===== src/rtl/mem_arbiter_pkg.sv =====
// Shared definitions for the memory arbiter: FSM state encoding and word geometry.
package mem_arbiter_pkg;

    localparam int WORD_BYTES = 4;

    typedef enum logic [2:0] {
        IDLE,
        CPU_ACC,
        DUMP_RD,
        DUMP_HOLD,
        DUMP_DONE
    } state_t;

    function automatic logic is_dump(input state_t s);
        return (s == DUMP_RD) || (s == DUMP_HOLD) || (s == DUMP_DONE);
    endfunction

endpackage


===== src/rtl/mem_arbiter_addr_stepper.sv =====
// Dump address counter: walks byte addresses one word at a time and flags the last word.
module addr_stepper
    import mem_arbiter_pkg::*;
#(
    parameter int ADDR_BITS = 6,
    parameter int LAST_ADDR = 60
) (
    input  logic                 clk,
    input  logic                 rst,
    input  logic                 clear,
    input  logic                 step,
    output logic [ADDR_BITS-1:0] addr,
    output logic                 last
);

    localparam logic [ADDR_BITS-1:0] LAST = ADDR_BITS'(LAST_ADDR);
    localparam logic [ADDR_BITS-1:0] STEP = ADDR_BITS'(WORD_BYTES);

    always_ff @(posedge clk) begin
        if (rst || clear) begin
            addr <= '0;
        end else if (step) begin
            addr <= addr + STEP;
        end
    end

    assign last = (addr == LAST);

endmodule


===== src/rtl/mem_arbiter.sv =====
// Arbitrates a single-port word memory between CPU accesses and a debug full-memory dump.
module mem_arbiter
    import mem_arbiter_pkg::*;
#(
    parameter int SIZE      = 16,
    parameter int ADDR_BITS = $clog2(WORD_BYTES * SIZE)
) (
    input  logic                 clk,
    input  logic                 rst,
    input  logic                 i_cpu_req,
    input  logic                 i_cpu_wr,
    input  logic [ADDR_BITS-1:0] i_cpu_addr,
    input  logic [31:0]          i_cpu_wdata,
    output logic [31:0]          o_cpu_rdata,
    output logic                 o_cpu_ack,
    output logic                 o_cpu_err,
    output logic                 o_cpu_stall,
    input  logic                 i_dbg_dump_start,
    output logic [31:0]          o_dbg_data,
    output logic                 o_dbg_valid,
    input  logic                 i_dbg_ready,
    output logic                 o_dbg_done,
    output logic [ADDR_BITS-1:0] o_mem_addr,
    output logic                 o_mem_wr_en,
    output logic [31:0]          o_mem_wdata,
    input  logic [31:0]          i_mem_rdata
);

    localparam int LAST_INT = WORD_BYTES * SIZE - WORD_BYTES;
    localparam logic [ADDR_BITS-1:0] LAST_ADDR = ADDR_BITS'(LAST_INT);

    state_t                 state;
    logic                   pending;
    logic [ADDR_BITS-1:0]   addr_q;
    logic                   wr_q;
    logic [31:0]            wdata_q;
    logic [ADDR_BITS-1:0]   dump_addr;
    logic                   dump_last;
    logic                   in_range;
    logic                   dump_step;
    logic                   dump_clear;

    assign in_range   = (addr_q <= LAST_ADDR);
    assign dump_step  = (state == DUMP_HOLD) && i_dbg_ready && !dump_last;
    assign dump_clear = (state == DUMP_DONE);

    addr_stepper #(
        .ADDR_BITS (ADDR_BITS),
        .LAST_ADDR (LAST_INT)
    ) u_stepper (
        .clk   (clk),
        .rst   (rst),
        .clear (dump_clear),
        .step  (dump_step),
        .addr  (dump_addr),
        .last  (dump_last)
    );

    // Memory port is steered purely from registered state, so nothing reaches it outside an access.
    assign o_mem_addr  = (state == CPU_ACC) ? addr_q :
                         (state == DUMP_RD) ? dump_addr : '0;
    assign o_mem_wr_en = (state == CPU_ACC) && wr_q && in_range;
    assign o_mem_wdata = (state == CPU_ACC) ? wdata_q : '0;
    assign o_cpu_stall = pending || is_dump(state);

    always_ff @(posedge clk) begin
        if (rst) begin
            state       <= IDLE;
            pending     <= 1'b0;
            addr_q      <= '0;
            wr_q        <= 1'b0;
            wdata_q     <= '0;
            o_cpu_rdata <= '0;
            o_cpu_ack   <= 1'b0;
            o_cpu_err   <= 1'b0;
            o_dbg_data  <= '0;
            o_dbg_valid <= 1'b0;
            o_dbg_done  <= 1'b0;
        end else begin
            o_cpu_ack  <= 1'b0;
            o_cpu_err  <= 1'b0;
            o_dbg_done <= 1'b0;
            if (i_dbg_dump_start && !is_dump(state)) begin
                pending <= 1'b1;
            end
            // An already-pending dump outranks a CPU request; a same-cycle start lets the CPU go first.
            case (state)
                IDLE: begin
                    if (pending) begin
                        pending <= 1'b0;
                        state   <= DUMP_RD;
                    end else if (i_cpu_req) begin
                        addr_q  <= i_cpu_addr;
                        wr_q    <= i_cpu_wr;
                        wdata_q <= i_cpu_wdata;
                        state   <= CPU_ACC;
                    end
                end
                CPU_ACC: begin
                    o_cpu_ack   <= 1'b1;
                    o_cpu_err   <= !in_range;
                    o_cpu_rdata <= (in_range && !wr_q) ? i_mem_rdata : '0;
                    state       <= IDLE;
                end
                DUMP_RD: begin
                    o_dbg_data  <= i_mem_rdata;
                    o_dbg_valid <= 1'b1;
                    state       <= DUMP_HOLD;
                end
                DUMP_HOLD: begin
                    if (i_dbg_ready) begin
                        o_dbg_valid <= 1'b0;
                        if (dump_last) begin
                            o_dbg_done <= 1'b1;
                            state      <= DUMP_DONE;
                        end else begin
                            state <= DUMP_RD;
                        end
                    end
                end
                DUMP_DONE: begin
                    state <= IDLE;
                end
                default: begin
                    state <= IDLE;
                end
            endcase
        end
    end

endmodule


===== config.mk =====
export PLATFORM = sky130hd
export DESIGN_NAME = mem_arbiter
export DESIGN_NICKNAME = d
export VERILOG_FILES = /design/src/rtl/mem_arbiter_pkg.sv /design/src/rtl/mem_arbiter_addr_stepper.sv /design/src/rtl/mem_arbiter.sv
export SDC_FILE = /design/constraint.sdc
export NUM_CORES = 1
export LEC_CHECK = 0
export CAP_MARGIN = 20
export CORE_MARGIN = 2
export CORE_UTILIZATION = 45
export CTS_BUF_LIST = sky130_fd_sc_hd__clkbuf_2 sky130_fd_sc_hd__clkbuf_4 sky130_fd_sc_hd__clkbuf_8
export DETAILED_ROUTE_END_ITERATION = 8
export GPL_TIMING_DRIVEN = 1
export PLACE_DENSITY = 0.89
export SLEW_MARGIN = 0
export SYNTH_ARGS = -nofsm -noshare
export SYNTH_HDL_FRONTEND = slang
export SYNTH_SLANG_ARGS = --single-unit

===== constraint.sdc =====
create_clock -name clk -period 2 [get_ports clk]
set_input_delay 0.3 -clock clk [delete_from_list [all_inputs] [get_ports clk]]
set_output_delay 0.3 -clock clk [all_outputs]
set_load 0.02 [all_outputs]

==> flow_summary.yaml, run 1 <==
floorplanning:
  rows: 37
  die_area_sq_um: 11400
  ios: 184
  chipWidth_um: 107
  fp.dieH_um: 107
  coreArea_sq_um: 10300
  initial_core_util_pct: 46.2
timing:
  worst_slew_pin_slew_ps: 746
  report.final.slew_viol_count: 0
  finalCritPeriodShare_pct: 97.7
  hold_viol: 0
  fin_ws_ps: 46.1
  maxSlewHeadroom_pct: 50.3
  fin_crit_ps: 1950
  final-setup-viol-count: 0
  timing.fmax_mhz: 512
  clock_skew_ps: 16.6
  final.setup.tns_ps: 0
route:
  drt_iter0_markers: 187
  viasPerCell: 5.68
  post-route-drc-count: 0
  routed_wl_um: 15200
  vias: 5075
  antenna_left: 0
  wl_per_cell_um: 17.0
  firstDrtPassIters: 5
synth:
  ys_types: 32
  ys_seq_area_share_pct: 48.4
  synth_nets: 653
  synth_warnings: 0
  syn_area_sq_um: 4750
  postSynthAreaPerCell_sq_um: 8.25
  ys_ff_latch: 115
  synthCells: 576
critical_path:
  r2r-start: "state[0]"
  crit_chain: "nor3b_4 -> buf_4 -> buf_12 -> and2_1 -> clkdlybuf4s15_2"
  slowest_delay_ps: 360
  reg2reg_to: "o_cpu_rdata[14]"
  r2r_slack_ps: 290
  criticalPathCategory: "reg2out"
  worstRegToRegCells: 4
  slowest_stage: "dfxtp_2"
  critPathRequiredTime_ps: 1700
  end_kind: "primary output"
  path_buf_inv: 3
  worst-endpoint-arrival_ps: 1650
  crit_fanout: 13
  startpoint_type: "flop"
  path_delay_family: "buffers and inverters"
power:
  ir_drop_uv: 561
  cellLeakagePower_nw: 2.57
  fin_total_pwr_w: 0.00673
  p_per_area_nw_per_um2: 965
placed_design:
  port_buffers: 183
  placed_cell_area_sq_um: 6660
  gp_congestion: 0.817
  pre_cts_ws_ps: 17.3
  hpwlAfterDp_um: 10000
finish:
  fin_util_pct: 67.9
  drive_above_1_share_pct: 14.7
  antenna_cells: 0
  layout_common_cells: "clkdlybuf4s50_1, dfxtp_1, a21oi_1, nand2_1, nand3_1"
  final_common_cell: "clkdlybuf4s50_1"
  fin_area_sq_um: 6980
  fillCellCount: 822
  regArea_sq_um: 2310
  syn_to_final_growth_pct: 46.9
  multi_input_area_sq_um: 2170
  fin_nets: 821
clock_tree:
  cts_root_buf: "clkbuf_8"
  cts_max_level: 4
  cts_tree: "yes"
  clk_latency_ps: 410
  cts_buffer_depth: 2
  cts_sinks: 115
  path_clk_slew_ps: 80
  cts_buffers: 17
status:
  status: "completed"
global_routing:
  grt_max_degree: 44
  overflow: 0
  grt_pass1_wl_um: 23500
  antenna_found_initial: 0
  grt.total_usage_pct: 25.7
  grt_pass1_vias: 4984
worst_hold_path:
  hp-class: "in2reg"
  hold_start: "rst"
  whs_endpoint: "state[0]"
  hold_depth: 2
run:
  drv_cap: 0
through the flow:
stage | hold slack [ps] | cells
after floorplan | 436 | 576
after global placement | 442 | 857
after detailed placement | 446 | 857
after CTS | 306 | 889
after global routing | 300 | 893
final | 316 | 893
area by class of cell:
class	count	share of cell area, %
clock buffers	19	3.75
clock inverters	13	2.47
inverters	1	0.0538
multi-input cells	402	31.0
flip-flops and latches	115	33.0
well taps	136	2.44
repair buffers	207	27.2
where the power goes:
part / switching [W] / internal [W]
Sequential: 0.000141 / 0.00252
Combinational: 0.00101 / 0.000727
Clock: 0.00102 / 0.00132
state kept, by name, indices dropped and copies added (netlist names):
register and flops:
u_stepper.addr 4, wr_q 1, wdata_q 32, o_dbg_valid 1
o_cpu_ack 1, o_dbg_done 1, o_cpu_err 1, addr_q 6
o_dbg_data 32, pending 1, o_cpu_rdata 32, state 3
logic make-up (layout without fill, tap and decap cells):
family | after synthesis | count (layout) | synth area share (%)
AND/OR/NAND/NOR | 211 | 211 | 22.0
AO/OA/AOI/OAI | 189 | 189 | 22.9
flip-flops | 115 | 115 | 48.4
buffers and inverters | 59 | 240 | 6.16
adder cells (fa/ha/maj) | 1 | 1 | 0.263
XOR/XNOR | 1 | 1 | 0.184
worst max-delay path by stage:
stage                   from              end  slack, ps  cells past startpoint
floorplan           state[0]    o_mem_addr[2]        460                      4
global placement    state[1]   o_mem_wdata[3]        110                      4
detailed placement  state[1]   o_mem_wdata[2]         20                      4
CTS                 state[1]   o_mem_wdata[9]        0.1                      4
global route        state[1]  o_mem_wdata[26]        -30                      5
finish              state[1]   o_mem_wdata[7]         50                      5
worst register-to-register path: stages, from the launching register on:
cell and delay [ps]:
dfxtp_2 340, buf_4 190, or3b_2 780, nand2_1 190
a21oi_1 80
cell usage after synthesis:
master / n / area share, %
inv_1: 1 / 0.079
a22oi_1: 1 / 0.16
or2_2: 1 / 0.13
clkbuf_1: 38 / 3.0
nor3b_4: 2 / 0.79
buf_4: 1 / 0.16
nor2b_1: 2 / 0.26
and4b_1: 1 / 0.21
a22o_1: 4 / 0.74
or3_1: 3 / 0.39
or3b_2: 3 / 0.55
o2111ai_1: 32 / 5.9
o21ai_0: 39 / 4.1
nand3_1: 42 / 4.4
and3_1: 2 / 0.26
nand2b_1: 3 / 0.39
nor3_1: 8 / 0.84
nand4b_4: 1 / 0.50
and2_1: 34 / 4.5
buf_6: 7 / 1.7
nand4_1: 2 / 0.26
a2bb2oi_1: 1 / 0.18
dfxtp_1: 115 / 48
o31ai_1: 1 / 0.16
o21ai_1: 2 / 0.21
nand2_1: 99 / 7.8
buf_2: 12 / 1.3
nor4_1: 1 / 0.13
ha_1: 1 / 0.26
xnor2_1: 1 / 0.18
nor2_1: 7 / 0.55
a21oi_1: 109 / 11
per-layer routing:
layer,GRT usage (%),wire length (um),vias up
met5,0,0,-
met4,12.2,398,0
met1,29.5,5970,2413
met3,8.33,1260,40
li1,-,-,2368
met2,43.2,7590,254
what timing repair did:
item	in CTS	in global routing
pin swaps	0	1
buffers inserted	0	2
hold buffers	0	0
endpoints found under the setup margin	40	17
resized for setup	150	12
gates cloned	0	2
No activity file was read; power rests on OpenSTA's default activity.
==> run 2, diff against run 1 <==
--- a/config.mk
+++ b/config.mk
@@ -5,14 +5,16 @@
 export SDC_FILE = /design/constraint.sdc
 export NUM_CORES = 1
 export LEC_CHECK = 0
+export ABC_AREA = 1
 export CAP_MARGIN = 20
 export CORE_MARGIN = 2
-export CORE_UTILIZATION = 45
+export CORE_UTILIZATION = 46
 export CTS_BUF_LIST = sky130_fd_sc_hd__clkbuf_2 sky130_fd_sc_hd__clkbuf_4 sky130_fd_sc_hd__clkbuf_8
 export DETAILED_ROUTE_END_ITERATION = 8
 export GPL_TIMING_DRIVEN = 1
-export PLACE_DENSITY = 0.89
+export PLACE_DENSITY = 0.9
 export SLEW_MARGIN = 0
 export SYNTH_ARGS = -nofsm -noshare
 export SYNTH_HDL_FRONTEND = slang
+export SYNTH_HIERARCHICAL = 1
 export SYNTH_SLANG_ARGS = --single-unit
==> run 2 against run 1 <==
Net effect: sequential power grew 10%; core utilization up 0.71 points; setup slack improved by 54 ps; largest power group unchanged; highest routed layer unchanged.
==> flow_summary.yaml, run 2 <==
critical_path:
  critPathRequiredTime_ps: 2310
  path_delay_family: "simple AND/OR/NAND/NOR gates"
  worstRegToRegCells: 9
  criticalPathCategory: "reg2reg"
  r2r-start: "u_stepper/addr[2]"
  path_buf_inv: 1
  worst-endpoint-arrival_ps: 2210
  end_kind: "flop"
  slowest_stage: "nor4_1"
  crit_fanout: 6
  r2r_slack_ps: 100
  startpoint_type: "flop"
  setup.worst_path.end: "u_stepper/addr[5]"
  startpoint: "u_stepper/addr[2]"
  crit_chain: "ha_1 -> and3_1 -> nor4_1 -> buf_4 -> nand2_2 -> nor2_2 -> nand2_1 -> nand2_1 -> nor2_1"
  crit_path_frequent_cell: "nand2_1"
  slowest_delay_ps: 440
  path_depth: 9
  reg2reg_to: "u_stepper/addr[5]"
timing:
  clock_skew_ps: 15.7
  hold_viol: 0
  final.setup.tns_ps: 0
  hold_slack_ps: 460
  maxSlewHeadroom_pct: 63.3
  worst_slew_pin_slew_ps: 550
  timing.fmax_mhz: 526
  final-setup-viol-count: 0
  fin_crit_ps: 1900
  finalCritPeriodShare_pct: 95.0
  report.final.slew_viol_count: 0
  rsz0062_at_grt: "false"
finish:
  drive_above_1_share_pct: 11.8
  final_common_cell: "clkdlybuf4s50_1"
  fin_nets: 917
  top_regs: "o_cpu_rdata (32), o_dbg_data (32), wdata_q (32)"
  final_cells: 989
  regArea_sq_um: 2300
  syn_to_final_growth_pct: 45.2
  antenna_cells: 0
  multi_input_area_sq_um: 2150
  layout_common_cells: "clkdlybuf4s50_1, nor2_1, dfxtp_1, nand2_1, nand3_1"
  fillCellCount: 847
route:
  wl_per_cell_um: 14.3
  antenna_left: 0
  drt_iter0_markers: 300
  post-route-drc-count: 0
  met1_length_um: 5880
  routed_wl_um: 14200
  viasPerCell: 5.06
  met3_length_um: 1110
  routed.top_layer: "met4"
  firstDrtPassIters: 5
  wl_met2_um: 6890
  vias: 5004
placed_design:
  port_buffers: 183
  place_inst: 957
  hpwlAfterDp_um: 9320
  gp_congestion: 0.848
synth:
  synth_common_cells: "nor2_1, dfxtp_1, nand2_1"
  synthTopCellsByArea: "dfxtp_1, nor2_1, nand3_1, nand2_1, a21oi_1"
  postSynthAreaPerCell_sq_um: 7.25
  synth_edf_count: 0
  ys.flop_type: "dfxtp_1"
  yosysTopAreaCellShare_pct: 47.4
  post-synth-top-area-cell: "dfxtp_1"
  syn_area_sq_um: 4860
  synth_warnings: 6
  ys_seq_area_share_pct: 47.4
  synthXorXnorAreaFrac_pct: 0
  async_flop_share_pct: 0
  ys_types: 25
  synthCells: 670
  synth.most_common_cell: "nor2_1"
  ys_ff_latch: 115
  synth_compound_area_share_pct: 11.0
  synth-simple-area-share_pct: 32.6
  synth_top_family_by_area: "simple AND/OR/NAND/NOR gates"
  synthMuxAreaShare_pct: 0
  synthAdderAreaFrac_pct: 0.258
power:
  p_seq_share_pct: 36.8
  power_frac_clock_pct: 29.1
  cellLeakagePower_nw: 2.93
  power_frac_comb_pct: 34.1
  ir_drop_uv: 632
  p_sw_share_pct: 36.4
  p_int_w: 0.00507
  p_switching_w: 0.00290
  p_per_area_nw_per_um2: 1130
  fin_total_pwr_w: 0.00797
clock_tree:
  cts_sinks: 115
  path_clk_slew_ps: 70
  cts_buffers: 17
  cts_buffer_depth: 2
  cts_max_level: 4
  cts_tree: "yes"
  cts_root_buf: "clkbuf_8"
  clk_latency_ps: 420
  cts_setup_buffers: 0
global_routing:
  grt.total_usage_pct: 24.8
  grt_max_degree: 65
  grt_pass1_wl_um: 22800
  antenna_found_initial: 0
  grt_pass1_vias: 4810
  overflow: 0
run:
  drv_cap: 0
floorplanning:
  coreArea_sq_um: 10300
  rows: 37
  ios: 184
  die_area_sq_um: 11400
  initial_core_util_pct: 47.3
  chipWidth_um: 107
  fp.dieH_um: 107
status:
  status: "completed"
worst_hold_path:
  hp-class: "reg2reg"
==> run 2: cells by family (layout without fill, tap and decap cells) <==
group,after synthesis,in the layout
AND/OR/NAND/NOR,347,347
flip-flops,115,115
AO/OA/AOI/OAI,107,107
buffers and inverters,99,281
adder cells (fa/ha/maj),1,1
other,1,2
==> run 2: worst min path at each step <==
stage | from | to | slack [ps] | cells after the start
floorplan | addr_q[0] | addr_q[0] | 440 | 2
finish | o_dbg_data[9] | o_dbg_data[9] | 460 | 2
global placement | o_dbg_data[12] | o_dbg_data[12] | 450 | 2
global route | i_mem_rdata[24] | o_cpu_rdata[24] | 470 | 3
detailed placement | o_dbg_data[12] | o_dbg_data[12] | 450 | 2
CTS | i_mem_rdata[19] | o_cpu_rdata[19] | 460 | 3
==> run 2: worst register-to-register path: stages (launching register included) <==
cell and delay [ps]:
dfxtp_1 350, ha_1 240, and3_1 220, nor4_1 440
buf_4 230, nand2_2 60, nor2_2 120, nand2_1 60
nand2_1 60, nor2_1 40
==> run 2: cell type report <==
cell class | count | area share (%)
Timing Repair Buffer | 202 | 26.0
Multi-Input combinational cell | 457 | 30.4
Inverter | 47 | 2.50
Tap cell | 136 | 2.41
Clock buffer | 17 | 3.32
Clock inverter | 15 | 2.75
Sequential cell | 115 | 32.6
==> run 2: power groups by stage <==
stage	registers (W)	clock network [W]	logic, W
finish	0.00293	0.00232	0.00272
global route	0.00298	0.00249	0.00297
CTS	0.00293	0.00238	0.00277
detailed placement	0.00297	0	0.00278
global placement	0.00296	0	0.00274
floorplan	0.00324	0	0.00134
==> run 2: per-stage QoR <==
step | setup WS [ps] | utilization (%) | instance area [sq um]
floorplan | 171 | - | 4860
global placement | 172 | 66.4 | 6820
detailed placement | 140 | 66.4 | 6820
CTS | 7.34 | 70.8 | 7280
global route | 4.20 | 68.6 | 7050
finish | 101 | 68.6 | 7050
==> run 2: timing repair <==
action | CTS | global route
resized for setup | 106 | 49
hold buffers | 0 | 0
cloned | 0 | 0
setup endpoints to repair | 40 | 40
==> run 2: routing by layer <==
| metal | track usage, % | vias up |
|---|---|---|
| li1 | - | 2503 |
| met1 | 29.8 | 2274 |
| met2 | 42.3 | 202 |
| met3 | 6.99 | 25 |
| met4 | 9.09 | 0 |
| met5 | 0 | - |
==> run 3, diff against run 2 <==
--- a/config.mk
+++ b/config.mk
@@ -7,7 +7,6 @@
 export LEC_CHECK = 0
 export ABC_AREA = 1
 export CAP_MARGIN = 20
-export CORE_MARGIN = 2
 export CORE_UTILIZATION = 46
 export CTS_BUF_LIST = sky130_fd_sc_hd__clkbuf_2 sky130_fd_sc_hd__clkbuf_4 sky130_fd_sc_hd__clkbuf_8
 export DETAILED_ROUTE_END_ITERATION = 8
==> constraint.sdc (replaced) <==
create_clock -name clk -period 2 [get_ports clk]
set_input_delay 0.3 -clock clk [delete_from_list [all_inputs] [get_ports clk]]
set_output_delay 0.3 -clock clk [all_outputs]
set_load 0.1 [all_outputs]
==> run 3 against run 2 <==
Net effect: the flow now finishes with violations (setup timing); setup slack got worse by 160 ps; cell count increased by 1.2%; sequential power increased by 1%; count of clock-buffer cells in the layout increased by 1; clock skew increased by 0.61 ps; critical path depth decreased by 3; global-route usage increased by 5.4 points; hold slack improved by 8.0 ps; largest power group is now combinational logic.
==> flow_summary.yaml, run 3 (synthesis results as in run 2) <==
status:
  status: "finished with violations"
  violations: "setup timing"
timing:
  worst_slew_pin_slew_ps: 654
  final-setup-viol-count: 16
  hold_viol: 0
  timing.fmax_mhz: 485
  clock_skew_ps: 16.3
  fin_ws_ps: -61.3
  rsz0062_at_grt: "true"
  maxSlewHeadroom_pct: 56.2
  report.final.slew_viol_count: 0
  fin_crit_ps: 2060
  finalCritPeriodShare_pct: 103
finish:
  final_cells: 1001
  antenna_cells: 0
  fin_area_sq_um: 8020
  final_common_cell: "dfxtp_1"
  syn_to_final_growth_pct: 65.1
  drive_above_1_share_pct: 26.6
  fin_nets: 929
  top_regs: "o_cpu_rdata (32), o_dbg_data (32), wdata_q (32)"
  layout_common_cells: "dfxtp_1, nor2_1, nand2_1, buf_4, clkdlybuf4s50_1"
global_routing:
  overflow: 0
  grt.total_usage_pct: 30.2
  antenna_found_initial: 0
  grt_pass1_wl_um: 26300
  grt_max_degree: 40
  grt_pass1_vias: 5350
floorplanning:
  rows: 37
  fp.dieH_um: 105
  chipWidth_um: 105
  ios: 184
  coreArea_sq_um: 10300
  initial_core_util_pct: 47.3
  die_area_sq_um: 11000
route:
  routed_wl_um: 16700
  drt_iter0_markers: 370
  wl_per_cell_um: 16.6
  antenna_left: 0
  vias: 5388
  firstDrtPassIters: 5
  post-route-drc-count: 0
  viasPerCell: 5.38
placed_design:
  port_buffers: 183
  place_inst: 953
  pre_cts_ws_ps: 125
  gp_congestion: 0.871
  placed_cell_area_sq_um: 7240
  hpwlAfterDp_um: 10400
power:
  p_per_area_nw_per_um2: 1350
  fin_total_pwr_w: 0.0108
  cellLeakagePower_nw: 3.33
  ir_drop_uv: 803
worst_hold_path:
  hold_start: "o_dbg_data[4]"
  hold_depth: 2
  whs_endpoint: "o_dbg_data[4]"
  hp-class: "reg2reg"
critical_path:
  worst-endpoint-arrival_ps: 1760
  worstRegToRegCells: 6
  crit_fanout: 8
  startpoint_type: "flop"
  end_kind: "primary output"
  r2r_slack_ps: 160
  r2r-start: "state[0]"
  criticalPathCategory: "reg2out"
  critPathRequiredTime_ps: 1700
  reg2reg_to: "o_dbg_data[18]"
clock_tree:
  path_clk_slew_ps: 70
  cts_sinks: 115
  clk_latency_ps: 420
  cts_root_buf: "clkbuf_8"
  cts_buffer_depth: 2
  cts_tree: "yes"
  cts_buffers: 17
  cts_max_level: 4
run:
  drv_cap: 0
## run 3: area by class of cell
class	count	area [sq um]
Tap cell	136	170
Sequential cell	115	2310
Inverter	47	184
Timing Repair Buffer	214	2450
Clock buffer	18	248
Multi-Input combinational cell	457	2460
Fill cell	656	2260
Clock inverter	14	201
## run 3: where the power goes
part / switching (W) / internal, W
clock: 0.00102 / 0.00141
combinational: 0.00393 / 0.00151
sequential: 0.000262 / 0.00271
## run 3: what timing repair did
| item | in CTS | in global routing |
|---|---|---|
| hold buffers | 0 | 0 |
| pin swaps | 5 | 7 |
| setup buffers | 16 | 1 |
| endpoints found under the setup margin | 39 | 47 |
| cloned | 5 | 0 |
| gates resized for setup | 35 | 9 |
## run 3: worst max path at each step
stage,startpoint,endpoint,cells after the start
floorplan,state[0],o_mem_addr[0],4
finish,state[2],o_mem_wdata[2],6
CTS,state[0],o_mem_addr[1],7
global placement,state[0],o_mem_addr[5],6
global route,state[2],o_mem_wdata[27],6
detailed placement,state[0],o_mem_addr[2],6
## run 3: per-stage QoR
stage | hold WS, ps | TNS (ps) | util (%)
floorplan | 439 | -3640 | -
global placement | 448 | 0 | 70.4
detailed placement | 455 | 0 | 70.4
CTS | 467 | -2710 | 78.9
global route | 478 | -1830 | 78.0
finish | 468 | -710 | 78.0
## run 3: critical path, cell delays in order, from the launching register on
cell and delay [ps]:
dfxtp_4 360, nor3_4 240, clkinv_4 140, buf_16 170, buf_12 160, nor2_4 100
buf_12 180
## run 3: layer usage
metal / vias to the layer above / part of all wire [%] / global-route usage, %
met5: - / 0 / 0
met4: 0 / 3.1 / 13.6
met3: 44 / 10 / 9.86
met2: 323 / 49 / 52.5
met1: 2496 / 38 / 33.5
li1: 2525 / - / -
